===== src/rtl/dmem_pkg.sv =====
// Shared definitions for the word-copy DMA: FSM state encoding and address stride.
package dmem_pkg;

  typedef enum logic [1:0] {
    IDLE  = 2'd0,
    READ  = 2'd1,
    WRITE = 2'd2,
    DONE  = 2'd3
  } state_t;

  localparam int WSTRIDE = 4;

endpackage


===== src/rtl/dmem_dma.sv =====
// Memory-to-memory word copier: 2 cycles per word (read, then write), done pulses 1 cycle after the last write.
// Start is sampled only in IDLE; requests arriving while busy are dropped, not queued.
module dmem_dma
  import dmem_pkg::*;
#(
  parameter int DWIDTH = 8,
  parameter int LWIDTH = 6
) (
  input  logic              clk,
  input  logic              reset,
  input  logic              start,
  input  logic [DWIDTH-1:0] src,
  input  logic [DWIDTH-1:0] dst,
  input  logic [LWIDTH-1:0] len,
  output logic              busy,
  output logic              done,
  output logic              mem_we,
  output logic [DWIDTH-1:0] mem_a,
  output logic [DWIDTH-1:0] mem_wd,
  input  logic [DWIDTH-1:0] mem_rd
);

  localparam logic [DWIDTH-1:0] STRIDE = DWIDTH'(WSTRIDE);

  state_t            state;
  logic [DWIDTH-1:0] sptr;
  logic [DWIDTH-1:0] dptr;
  logic [LWIDTH-1:0] cnt;
  logic [DWIDTH-1:0] data;

  // Write data is only presented while the write strobe is up.
  assign mem_wd = (state == WRITE) ? data : '0;

  // Outputs are computed from the next state so they are valid for the whole cycle.
  always_ff @(posedge clk or posedge reset) begin
    if (reset) begin
      state  <= IDLE;
      sptr   <= '0;
      dptr   <= '0;
      cnt    <= '0;
      data   <= '0;
      busy   <= 1'b0;
      done   <= 1'b0;
      mem_we <= 1'b0;
      mem_a  <= '0;
    end else begin
      case (state)
        IDLE: begin
          if (start) begin
            sptr <= src;
            dptr <= dst;
            cnt  <= len;
            if (len != '0) begin
              state <= READ;
              busy  <= 1'b1;
              mem_a <= src;
            end else begin
              state <= DONE;
              done  <= 1'b1;
            end
          end
        end
        READ: begin
          data   <= mem_rd;
          state  <= WRITE;
          mem_we <= 1'b1;
          mem_a  <= dptr;
        end
        WRITE: begin
          sptr   <= sptr + STRIDE;
          dptr   <= dptr + STRIDE;
          cnt    <= cnt - LWIDTH'(1);
          mem_we <= 1'b0;
          if (cnt == LWIDTH'(1)) begin
            state <= DONE;
            busy  <= 1'b0;
            done  <= 1'b1;
            mem_a <= '0;
          end else begin
            state <= READ;
            mem_a <= sptr + STRIDE;
          end
        end
        DONE: begin
          state <= IDLE;
          done  <= 1'b0;
        end
        default: begin
          state  <= IDLE;
          busy   <= 1'b0;
          done   <= 1'b0;
          mem_we <= 1'b0;
          mem_a  <= '0;
        end
      endcase
    end
  end

endmodule

===== config.mk =====
export PLATFORM = sky130hd
export DESIGN_NAME = dmem_dma
export DESIGN_NICKNAME = d
export VERILOG_FILES = /design/src/rtl/dmem_pkg.sv /design/src/rtl/dmem_dma.sv
export SDC_FILE = /design/constraint.sdc
export NUM_CORES = 1
export LEC_CHECK = 0
export CORE_UTILIZATION = 46
export CTS_BUF_LIST = sky130_fd_sc_hd__clkbuf_16
export DETAILED_ROUTE_END_ITERATION = 12
export PLACE_DENSITY = 0.85
export SKIP_CTS_REPAIR_TIMING = 1
export SLEW_MARGIN = 40
export SYNTH_ARGS = -nofsm -noshare
export SYNTH_HDL_FRONTEND = slang
export SYNTH_SLANG_ARGS = --single-unit

===== constraint.sdc =====
create_clock -name clk -period 2 [get_ports clk]
set_clock_uncertainty 0.1 [all_clocks]
set_input_delay 0.3 -clock clk [delete_from_list [all_inputs] [get_ports clk]]
set_output_delay 0.3 -clock clk [all_outputs]
set_load 0.01 [all_outputs]

==> results.tsv <==
stage	metric	value	unit
status	status	finished clean	
critical_path	arrival	2030	ps
die	die-area	5709	um2
layout	layout.cells.non_filler	408	
yosys	ys_warn_count	0	
drt	first_pass_iters	4	
clock_tree	clockRootBuffer	clkbuf_16	
clock_tree	cts-buffers-inserted	5	
global_route	grt_pass1_vias	2360	
clock_tree	tritoncts	yes	
drt	drc	0	
place	globalplace.congestion	0.8550	
drt	vias	2338	
die	core_area	5172	um2
run	cap_violations	0	
timing	setup_viol	0	
yosys	synthTopCellsByArea	dfrtp_1, mux2_2, a21oi_1	
worst_hold_path	hold_path_class	input port to async pin	
drt	vias_per_cell	5.730	
place	port_buffers	51	
yosys	async_flop_share	100.0	%
global_route	grt_pass1_wl	10.85	mm
global_route	grt_usage	25.76	%
clock_tree	clkSinkCount	43	
yosys	synth_fp_nets	312	
critical_path	endpoint_kind	flip-flop	
global_route	grt_antenna_before_repair	0	
critical_path	crit_type	flip-flop to flip-flop	
global_route	grt.overflow.total	0	
die	start_util	48.11	%
yosys	syn-cell-area	2489	um2
timing	tightest_slew	390.9	ps
yosys	syn_inst	270	
yosys	yosysTopAreaCellShare	43.24	%
critical_path	critPathMaxFanout	6	
clock_tree	clkTransAtPathRegs	70	ps
clock_tree	clk_path_buf_depth	2	
clock_tree	htreeDepth	2	
critical_path	max_stage_delay	470	ps
layout	drive_above_1_share	17.46	%
yosys	synth_top_cell_by_area	dfrtp_1	
drt	wire_per_inst	15.79	um
die	boundaryPins	52	
place	post_dp_cell_area	3188	um2
die	row_count	26	
yosys	synth_cell_types	45	
drt	drt.antenna.violating_nets	0	
die	die_w	75.56	um
critical_path	r2r_cells	6	
timing	timing.final.crit_period	1965	ps
yosys	ys.flop_type	dfrtp_1	
global_route	grt_max_degree	44	
timing	maxSlewViolCount	0	
power	leakage	0.001528	uW
yosys	ys_ff_latch	43	
timing	slew_headroom	73.74	%
place	hpwl	4.641	mm
die	die_h	75.56	um
layout	antenna_cells	0	
timing	setup_tns	0	ps
critical_path	start_kind	flip-flop	
timing	hold_viol_final	0	
layout	nets	380	
critical_path	r2r_slack	40	ps
yosys	synth-edff-count	0	
critical_path	path_cells	inv_2 > ha_2 > or3b_2 > o221a_2 > o32ai_1 > a21oi_1	
power	peakVddDrop	0.7864	mV
timing	whs	263.0	ps
drt	drt_iter0_markers	248	
drt	wirelength	6.444	mm
power	total_power	5687	uW
layout	areaGrowthSynthToFinish	36.50	%
critical_path	worstPathRequired	2060	ps
power	p_per_area	1674	nW/um2
yosys	synth_area_per_cell	9.217	um2
timing	fin_crit_sh	98.23	%
clock_tree	clock_latency	290	ps
layout	stdcell_area	3397	um2
layout	layout_common_cells	dfrtp_1, clkdlybuf4s50_1, nand2_1	
critical_path	crit_slowest_cell	or3b_2	
timing	clock.fmax	0.5090	GHz
yosys	yosysSeqAreaShare	43.24	%
place	dp_cells	400	
## path summary, 6_finish.rpt
check | start | end
setup / recovery | state[0]$_DFFE_PP0N_ | mem_a[4]$_DFFE_PP0P_
hold reg to reg | sptr[1]$_DFFE_PP0P_ | sptr[1]$_DFFE_PP0P_
hold / removal | reset | data[7]$_DFFE_PP0N_
max in group asynchronous | reset | mem_a[6]$_DFFE_PP0P_
setup reg to reg | state[0]$_DFFE_PP0N_ | mem_a[4]$_DFFE_PP0P_
min in group clk | sptr[1]$_DFFE_PP0P_ | sptr[1]$_DFFE_PP0P_
## kinds of logic after synthesis
kind of cell	after synthesis	synth area share (%)
fa+ha+maj	9	4.525
flops	43	43.24
mux	16	7.039
compound gates	92	23.03
buf+inv	24	5.027
simple gates	83	16.09
xor+xnor	3	1.056
## state kept, by name, summed over array words and instances, names as in the netlist
signal	count
cnt	6
busy	1
state	2
mem_a	8
done	1
data	8
sptr	8
mem_we	1
dptr	8
## power breakdown
| part | total, uW | switching, uW | internal (uW) |
|---|---|---|---|
| registers | 1700 | 378 | 1320 |
| logic | 3200 | 1660 | 1540 |
| clock network | 790 | 335 | 456 |
## Yosys cell counts (6+ instances only)
library cell and number:
o21ai_0 25, ha_1 9, nand2_1 27, nor2_1 17
inv_1 8, dfrtp_1 43, and2_1 8, nand3_1 10
mux2_2 12, a22oi_1 6, a21oi_1 25, clkbuf_1 9
o22ai_1 8, a31oi_1 6
## final cells by class
cell class,instances,area [um2]
clock buffer,5,125.1
clock inverter,2,12.51
fill,396,1775
inverter,9,33.78
multi-input combinational,203,1324
sequential,43,1076
tap,70,87.58
timing repair buffer,76,738.2
## per-stage QoR
step           setup slack [ps]  utilization [%]
3_3_place_gp             -197.9            61.64
3_5_place_dp             -258.2            61.64
6_report                  35.41            65.67
2_1_floorplan             78.98                -
4_1_cts                  -275.5            64.30
5_1_grt                  -16.00            65.67
## worst max-delay path: cells and delay by family, from the launching register on
kind / cells / cell delay (ps)
AOI/OAI and AO/OA: 3 / 560
buffers and inverters: 1 / 100
DFF: 1 / 400
and+or+nand+nor: 1 / 470
adders and majority gates: 1 / 210
## metal layers
metal,wire (um),global-route usage [%],part of all wire [%]
met5,0,0,0
met4,119,11.11,1.8
met1,2749,33.42,43
met3,506,6.878,7.9
met2,3069,40.77,48
(Power assumes the default switching activity.)
